### src/rtl/pc_pkg.sv
// Shared definitions for the program counter: next-PC select encoding and default geometry.
// Stack build option: PC_STACK_EN (see program_counter.sv).
package pc_pkg;

    typedef enum logic [1:0] {
        SEL_HOLD   = 2'd0,
        SEL_INC    = 2'd1,
        SEL_TARGET = 2'd2,
        SEL_POP    = 2'd3
    } pc_sel_e;

    localparam int PC_ADDR_W_DEF      = 4;
    localparam int PC_STACK_DEPTH_DEF = 4;
    localparam int PC_RESET_VEC_DEF   = 0;

endpackage

### src/rtl/program_counter_if.sv
// Decoder/ALU-facing bundle of the program counter: control requests in, address and stack status out.
interface program_counter_if
    import pc_pkg::*;
#(
    parameter int ADDR_W = PC_ADDR_W_DEF
);
    logic              en;
    logic              jmp;
    logic              jc;
    logic              jz;
    logic              c_flag;
    logic              z_flag;
    logic              call;
    logic              ret;
    logic [ADDR_W-1:0] target;
    logic [ADDR_W-1:0] pc;
    logic              stack_empty;
    logic              stack_full;
    logic              fault;

    modport master (
        output en, jmp, jc, jz, c_flag, z_flag, call, ret, target,
        input  pc, stack_empty, stack_full, fault
    );

    modport slave (
        input  en, jmp, jc, jz, c_flag, z_flag, call, ret, target,
        output pc, stack_empty, stack_full, fault
    );
endinterface

### src/rtl/pc_return_stack.sv
// LIFO of return addresses with registered pointer and empty/full flags.
// Pop data is the current top entry, read combinationally so pop and PC load share one edge.
module pc_return_stack
    import pc_pkg::*;
#(
    parameter int ADDR_W      = PC_ADDR_W_DEF,
    parameter int STACK_DEPTH = PC_STACK_DEPTH_DEF
) (
    input  logic              clk,
    input  logic              reset,
    input  logic              push,
    input  logic              pop,
    input  logic [ADDR_W-1:0] push_data,
    output logic [ADDR_W-1:0] pop_data,
    output logic              empty,
    output logic              full
);
    localparam int                PTR_W   = $clog2(STACK_DEPTH + 1);
    localparam logic [PTR_W-1:0] PTR_ONE = PTR_W'(1);
    localparam logic [PTR_W-1:0] PTR_MAX = PTR_W'(STACK_DEPTH);

    logic [ADDR_W-1:0] entry_reg [STACK_DEPTH];
    logic [PTR_W-1:0]  sp_reg;
    logic [PTR_W-1:0]  sp_next;
    logic [PTR_W-1:0]  top_ptr;
    logic              empty_reg;
    logic              full_reg;
    logic              do_push;
    logic              do_pop;

    assign do_push = push && !full_reg;
    assign do_pop  = pop && !empty_reg && !push;
    assign top_ptr = sp_reg - PTR_ONE;

    always_comb begin
        sp_next = sp_reg;
        if (do_push) begin
            sp_next = sp_reg + PTR_ONE;
        end else if (do_pop) begin
            sp_next = sp_reg - PTR_ONE;
        end
    end

    // Flags are registered from the next pointer so they line up with the updated PC.
    always_ff @(posedge clk or negedge reset) begin
        if (!reset) begin
            sp_reg    <= '0;
            empty_reg <= 1'b1;
            full_reg  <= 1'b0;
        end else begin
            sp_reg    <= sp_next;
            empty_reg <= (sp_next == '0);
            full_reg  <= (sp_next == PTR_MAX);
        end
    end

    generate
        for (genvar gi = 0; gi < STACK_DEPTH; gi++) begin : g_entry
            always_ff @(posedge clk) begin
                if (do_push && sp_reg == PTR_W'(gi)) begin
                    entry_reg[gi] <= push_data;
                end
            end
        end
    endgenerate

    always_comb begin
        pop_data = '0;
        for (int i = 0; i < STACK_DEPTH; i++) begin
            if (top_ptr == PTR_W'(i)) begin
                pop_data = entry_reg[i];
            end
        end
    end

    assign empty = empty_reg;
    assign full  = full_reg;

endmodule

### src/rtl/program_counter.sv
// Program counter with priority jump decode and optional call/return stack.
// Define PC_STACK_EN to build the return stack, call/ret and the sticky fault flag.
module program_counter
    import pc_pkg::*;
#(
    parameter int                ADDR_W      = PC_ADDR_W_DEF,
    parameter int                STACK_DEPTH = PC_STACK_DEPTH_DEF,
    parameter logic [ADDR_W-1:0] RESET_VEC   = ADDR_W'(PC_RESET_VEC_DEF)
) (
    input logic              clk,
    input logic              reset,
    program_counter_if.slave bus
);
    localparam logic [ADDR_W-1:0] PC_ONE = ADDR_W'(1);

    pc_sel_e           sel;
    logic [ADDR_W-1:0] pc_reg;
    logic [ADDR_W-1:0] pc_next;
    logic [ADDR_W-1:0] pc_inc;
    logic [ADDR_W-1:0] pop_data;

    assign pc_inc = pc_reg + PC_ONE;

`ifdef PC_STACK_EN
    logic push;
    logic pop;
    logic fault_set;
    logic fault_reg;
    logic stack_empty;
    logic stack_full;

    // ret > call > jmp > jc > jz > increment; a blocked call/ret still advances the PC.
    always_comb begin
        sel       = SEL_HOLD;
        push      = 1'b0;
        pop       = 1'b0;
        fault_set = 1'b0;
        if (bus.en) begin
            if (bus.ret) begin
                if (!stack_empty) begin
                    sel = SEL_POP;
                    pop = 1'b1;
                end else begin
                    sel       = SEL_INC;
                    fault_set = 1'b1;
                end
            end else if (bus.call) begin
                if (!stack_full) begin
                    sel  = SEL_TARGET;
                    push = 1'b1;
                end else begin
                    sel       = SEL_INC;
                    fault_set = 1'b1;
                end
            end else if (bus.jmp) begin
                sel = SEL_TARGET;
            end else if (bus.jc) begin
                sel = bus.c_flag ? SEL_TARGET : SEL_INC;
            end else if (bus.jz) begin
                sel = bus.z_flag ? SEL_TARGET : SEL_INC;
            end else begin
                sel = SEL_INC;
            end
        end
    end

    pc_return_stack #(
        .ADDR_W      (ADDR_W),
        .STACK_DEPTH (STACK_DEPTH)
    ) u_stack (
        .clk       (clk),
        .reset     (reset),
        .push      (push),
        .pop       (pop),
        .push_data (pc_inc),
        .pop_data  (pop_data),
        .empty     (stack_empty),
        .full      (stack_full)
    );

    always_ff @(posedge clk or negedge reset) begin
        if (!reset) begin
            fault_reg <= 1'b0;
        end else if (fault_set) begin
            fault_reg <= 1'b1;
        end
    end

    assign bus.stack_empty = stack_empty;
    assign bus.stack_full  = stack_full;
    assign bus.fault       = fault_reg;
`else
    logic unused_sig;

    // Without a stack, call degenerates to jmp and ret is ignored entirely.
    always_comb begin
        sel = SEL_HOLD;
        if (bus.en) begin
            if (bus.call || bus.jmp) begin
                sel = SEL_TARGET;
            end else if (bus.jc) begin
                sel = bus.c_flag ? SEL_TARGET : SEL_INC;
            end else if (bus.jz) begin
                sel = bus.z_flag ? SEL_TARGET : SEL_INC;
            end else begin
                sel = SEL_INC;
            end
        end
    end

    assign pop_data        = pc_reg;
    assign unused_sig      = bus.ret ^ (STACK_DEPTH > 0);
    assign bus.stack_empty = 1'b1;
    assign bus.stack_full  = 1'b0;
    assign bus.fault       = 1'b0;
`endif

    always_comb begin
        pc_next = pc_reg;
        case (sel)
            SEL_HOLD:   pc_next = pc_reg;
            SEL_INC:    pc_next = pc_inc;
            SEL_TARGET: pc_next = bus.target;
            SEL_POP:    pc_next = pop_data;
            default:    pc_next = pc_reg;
        endcase
    end

    always_ff @(posedge clk or negedge reset) begin
        if (!reset) begin
            pc_reg <= RESET_VEC;
        end else begin
            pc_reg <= pc_next;
        end
    end

    assign bus.pc = pc_reg;

endmodule

### src/flat_wrapper.sv
// flat-port wrapper written by rule: the top's interface ports become plain ports
module program_counter_flat import pc_pkg::*;
#(
    parameter int                ADDR_W      = PC_ADDR_W_DEF,
    parameter int                STACK_DEPTH = PC_STACK_DEPTH_DEF,
    parameter logic [ADDR_W-1:0] RESET_VEC   = ADDR_W'(PC_RESET_VEC_DEF)
)
  (clk, reset, bus_en, bus_jmp, bus_jc, bus_jz, bus_c_flag, bus_z_flag, bus_call, bus_ret, bus_target, bus_pc, bus_stack_empty, bus_stack_full, bus_fault);
  program_counter_if #(.ADDR_W(ADDR_W)) bus_i ();
  input logic clk;
  input logic reset;
  input wire logic [$bits(bus_i.en)-1:0] bus_en;
  input wire logic [$bits(bus_i.jmp)-1:0] bus_jmp;
  input wire logic [$bits(bus_i.jc)-1:0] bus_jc;
  input wire logic [$bits(bus_i.jz)-1:0] bus_jz;
  input wire logic [$bits(bus_i.c_flag)-1:0] bus_c_flag;
  input wire logic [$bits(bus_i.z_flag)-1:0] bus_z_flag;
  input wire logic [$bits(bus_i.call)-1:0] bus_call;
  input wire logic [$bits(bus_i.ret)-1:0] bus_ret;
  input wire logic [$bits(bus_i.target)-1:0] bus_target;
  output wire logic [$bits(bus_i.pc)-1:0] bus_pc;
  output wire logic [$bits(bus_i.stack_empty)-1:0] bus_stack_empty;
  output wire logic [$bits(bus_i.stack_full)-1:0] bus_stack_full;
  output wire logic [$bits(bus_i.fault)-1:0] bus_fault;
  assign bus_i.en = bus_en;
  assign bus_i.jmp = bus_jmp;
  assign bus_i.jc = bus_jc;
  assign bus_i.jz = bus_jz;
  assign bus_i.c_flag = bus_c_flag;
  assign bus_i.z_flag = bus_z_flag;
  assign bus_i.call = bus_call;
  assign bus_i.ret = bus_ret;
  assign bus_i.target = bus_target;
  assign bus_pc = bus_i.pc;
  assign bus_stack_empty = bus_i.stack_empty;
  assign bus_stack_full = bus_i.stack_full;
  assign bus_fault = bus_i.fault;
  program_counter #(.ADDR_W(ADDR_W), .STACK_DEPTH(STACK_DEPTH), .RESET_VEC(RESET_VEC)) u_core (.clk(clk), .reset(reset), .bus(bus_i));
endmodule
### config.mk
export PLATFORM = sky130hd
export DESIGN_NAME = program_counter_flat
export DESIGN_NICKNAME = d
export VERILOG_FILES = /design/src/rtl/pc_pkg.sv /design/src/rtl/program_counter_if.sv /design/src/rtl/pc_return_stack.sv /design/src/rtl/program_counter.sv /design/src/flat_wrapper.sv
export SDC_FILE = /design/constraint.sdc
export NUM_CORES = 1
export LEC_CHECK = 0
export BUFFER_PORTS_ARGS = -buffer_cell sky130_fd_sc_hd__buf_2
export CAP_MARGIN = 20
export CORE_AREA = 2 2 39 41
export DETAILED_ROUTE_END_ITERATION = 10
export DIE_AREA = 0 0 41 43
export PLACE_DENSITY = 0.51
export SLEW_MARGIN = 20
export SYNTH_ARGS = -nofsm -noshare
export SYNTH_HDL_FRONTEND = slang
export SYNTH_SLANG_ARGS = --single-unit
### constraint.sdc
create_clock -name clk -period 1.1 [get_ports clk]
set_clock_uncertainty 0.15 [all_clocks]
set_input_delay 0.275 -clock clk [delete_from_list [all_inputs] [get_ports clk]]
set_output_delay 0.275 -clock clk [all_outputs]
set_load 0.1 [all_outputs]
# Word-level counts from Yosys, hierarchy flattened
# Index checks and enable logic that the tools add are counted.
[totals]
ff_bits = 4
output_inout_bits = 7
wordCells = 15
input_bits = 14
[op_classes]
add_sub_neg = 1
mux = 7
n_reduce_logical = 3
n_eq_ne = 3
[op_table]
columns = ["op", "count"]
rows = [
  ["$mux W2", 6],
  ["$pmux W4 S2", 1],
  ["$add A4 B1 Y4 const B", 1],
  ["$eq A2 B2 Y1 const B", 2],
  ["$eq A2 B1 Y1 const B", 1],
  ["$logic_not A2 Y1", 1],
  ["$reduce_or A2 Y1", 1],
  ["$logic_or A1 B1 Y1", 1],
]

# Logic depth before layout (Yosys ltp)
[depth]
word_depth = 7
mapped_depth = 8
ltp_nobuf = 7

# Worst setup path after synthesis
# Ideal clock, no wire load.
[synth_timing]
path_type = "input to register"
start = "input bus_jz"
end = "register u_core.pc_reg[3] (netlist: u_core.bus.pc[3])"
t_required_ns = 0.818
n_path_buf = 0
setup_ns = 0.132
stages = 7
arrival_ns = 1.698
path_slack_ns = -0.879
cell_sequence = "nand2_1 > o21ai_1 > or4b_1 > ha_1 > nand2_1 > o21ai_1 > or3b_1"
[synth_between]
elab_chain_cells = 6
word_cells_on_any_way = 10
cone_classes = "eq/ne (3); mux (5); reduce/logical (2)"
[synth_lines]
columns = ["element", "line", "rtl"]
rows = [
  ["from (decl)", "flat_wrapper.sv:15", "input wire logic [$bits(bus_i.jz)-1:0] bus_jz;"],
  ["$mux W2 (*)", "program_counter.sv:103", "end else if (bus.jz) begin"],
  ["$mux W2 (*)", "program_counter.sv:101", "end else if (bus.jc) begin"],
  ["$mux W2 (*)", "program_counter.sv:99", "if (bus.call || bus.jmp) begin"],
  ["$mux W2 (*)", "program_counter.sv:98", "if (bus.en) begin"],
  ["$eq A2 B2 Y1 (tied with other cells)", "program_counter.sv:120", "case (sel)"],
  ["$pmux W4 S2 / $reduce_or A2 Y1 (equally long branches)", "-", ""],
  ["to (signal assigned)", "program_counter.sv:133", "pc_reg <= pc_next;"],
  ["to (decl)", "program_counter.sv:17", "logic [ADDR_W-1:0] pc_reg;"],
]
# Every way passes the cells marked *; elsewhere a longest branch is shown, timed or not.
# A chain may end at the register's enable or synchronous reset.

# Final worst setup path
# Same ends and word-level chain as after synthesis.

==> flow_summary_export.csv <==
group,metric,value,unit
global_routing,antenna_found_initial,0,
clocking,cts_made_buffers,3,
hold_path,holdCritStartpoint,"bus_target[2]",
power_and_ir_drop,irDropWorstVdd,1780,uV
detailed_routing,vias_per_cell,4.29,
timing,max_freq,0.581,GHz
die,fp.dieH,43,um
global_routing,grt_pass1_wl,1480,um
clocking,cts_tree,"built",
worst_setup_path,cp-end-kind,"flop",
finish,final_common_cell,"buf_6",
worst_setup_path,cp.required,1.06,ns
timing,hold_slack,0.190,ns
status,status,"finished, violations left",
worst_setup_path,worstPathCellList,"buf_6 > nand2_4 > o21ai_2 > or4b_4 > ha_4 > o21ai_1 > or3b_1",
clocking,clk_pin_slew_worst_paths,0.04,ns
finish,final_cell_mix,"buf_6 (10), buf_2 (8), buf_4 (8)",
clocking,cts.sink_count,4,
timing,rsz0062_at_grt,"yes",
worst_setup_path,crit_end,"u_core.bus.pc[3]",
worst_setup_path,timing.rr.end,"u_core.bus.pc[0]",
status,violations,"setup timing",
place,portBuffers,16,
place,dp_slack,-0.941,ns
timing,finalSetupViolCount,8,
die,ios,21,
timing,hold_viol_final,0,
hold_path,hold_path_class,"primary input to flop",
finish,largest_reg_flops,4,
clocking,cts.path.max_buffers,2,
power_and_ir_drop,leakage,0.322,nW
yosys,yosysSeqAreaShare,0.331,
place,routabilityCongestion,0.702,
run,cap_viol_max_count,0,
die,coreArea,1380,um2
power_and_ir_drop,powerDensity,2700,nW/um2
die,start_util,0.219,
worst_setup_path,crit_type,"primary input to flop",
finish,drive_above_1_share,0.712,
die,fp.dieArea,1760,um2
worst_setup_path,r2r_cells,4,
worst_setup_path,cp_max_fo,5,
detailed_routing,drt_pass1_iterations,1,
worst_setup_path,cp_top_family,"simple AND/OR/NAND/NOR gates",
die,rows,14,
worst_setup_path,start_kind,"primary input",
detailed_routing,wl_per_cell,10.4,um
timing,slew_violations,0,
worst_setup_path,cp_slowest_stage_delay,0.49,ns
worst_setup_path,crit_slowest_cell,"or4b_4",
worst_setup_path,cp.arrival,1.68,ns
finish,syn_to_final_growth,125,%
worst_setup_path,worst-path-stages,7,
clocking,htreeDepth,1,
yosys,syn_area_per_cell,8.65,um2
clocking,clockRootBuffer,"clkbuf_4",
global_routing,grt_pass1_vias,384,
worst_setup_path,cp-startpoint,"bus_jz",
detailed_routing,finalWirelength,856,um
detailed_routing,antenna_left,0,
finish,num_antenna_cells,0,
yosys,ys_types,19,
worst_setup_path,ff2ff_setup_slack,-0.27,ns
worst_setup_path,timing.rr.start,"u_core.bus.pc[0]",
detailed_routing,vias,352,
place,hpwlAfterDp,613,um
finish,final_nets,84,
yosys,ys_warn_count,0,
clocking,clk_latency,0.24,ns
detailed_routing,first_iter_violations,0,
yosys,syn_inst,35,
global_routing,gr-total-overflow,0,
global_routing,track_usage,0.127,
timing,min_period,1.72,ns
die,fp.dieW,41,um
yosys,netlist_area,303,um2
detailed_routing,drc,0,
yosys,ys_seq_elements,4,
worst_setup_path,worst-path-buf-inv,1,
global_routing,grt_max_degree,8,
timing,finalCritPeriodShare,1.57,
timing,layout_setup_ws,-0.623,ns
## tightest hold or removal path, delay by kind of cell
family	cells	cell delay, ns
buf+inv	1	0.08
compound gates	2	0.18
## area by class of cell
type	instances	area [um2]
Multi-Input combinational cell	28	229
Fill cell	136	702
Sequential cell	4	108
Timing Repair Buffer	31	303
Tap cell	16	20.0
Clock buffer	3	22.5
## worst min path at each step
stage / end / depth (start not counted)
floorplan: u_core.bus.pc[1] / 0
global placement: u_core.bus.pc[0] / 1
detailed placement: u_core.bus.pc[0] / 1
CTS: u_core.bus.pc[1] / 3
global route: u_core.bus.pc[1] / 3
finish: u_core.bus.pc[2] / 3
## report_power, final
part	internal (W)	leakage [nW]	switching (W)
sequential	0.000229	0.0433	0.0000576
combinational	0.000605	0.265	0.000760
clock	0.000122	0.0138	0.0000655
total	0.000957	0.322	0.000883
## layer usage
| metal | global-route usage | routed length (um) | part of all wire | vias to the layer above |
|---|---|---|---|---|
| li1 | - | - | - | 181 |
| met1 | 0.125 | 308 | 0.36 | 160 |
| met2 | 0.219 | 479 | 0.56 | 9 |
| met3 | 0.0471 | 46 | 0.054 | 2 |
| met4 | 0.0600 | 22 | 0.026 | 0 |
| met5 | 0 | 0 | 0 | - |
## per-stage QoR
stage | util | power [W] | std cells | TNS [ns] | area (um2)
floorplan | - | 0.000976 | 36 | -2.55 | 353
global placement | 0.379 | 0.00144 | 70 | -3.41 | 524
detailed placement | 0.379 | 0.00145 | 70 | -3.53 | 524
CTS | 0.471 | 0.00180 | 80 | -3.43 | 652
global route | 0.493 | 0.00193 | 82 | -3.65 | 682
finish | 0.493 | 0.00184 | 82 | -3.39 | 682
## cell families after synthesis
group,count (synthesis),synth area share
other cells,2,0.0248
buf+inv,4,0.112
flops,4,0.331
simple gates,13,0.236
compound gates,8,0.145
fa+ha+maj,2,0.0826
mux,2,0.0702
## synthesized netlist by cell type
cell type / count / area (um2)
a21oi_1: 1 / 5.00
buf_4: 3 / 22.5
buf_6: 1 / 11.3
conb_1: 2 / 7.51
dfrtp_1: 4 / 100
ha_1: 2 / 25.0
mux2_2: 1 / 11.3
mux2i_1: 1 / 10.0
nand2_1: 6 / 22.5
nand3_1: 1 / 5.00
nand3b_1: 1 / 7.51
nor2_1: 1 / 3.75
nor3b_1: 1 / 7.51
nor4_1: 1 / 6.26
o21ai_0: 4 / 20.0
o21ai_1: 2 / 10.0
o31a_1: 1 / 8.76
or3b_1: 1 / 8.76
or4b_1: 1 / 10.0
## repair_timing
item | in CTS | in global routing
buffers inserted | 6 | 2
hold buffers | 1 | 0
resized for setup | 13 | 4
endpoints found under the hold margin | 4 | 0
setup endpoints to repair | 8 | 8
pin swaps | 8 | 7
Note: power is estimated with default switching activity, not from simulation.
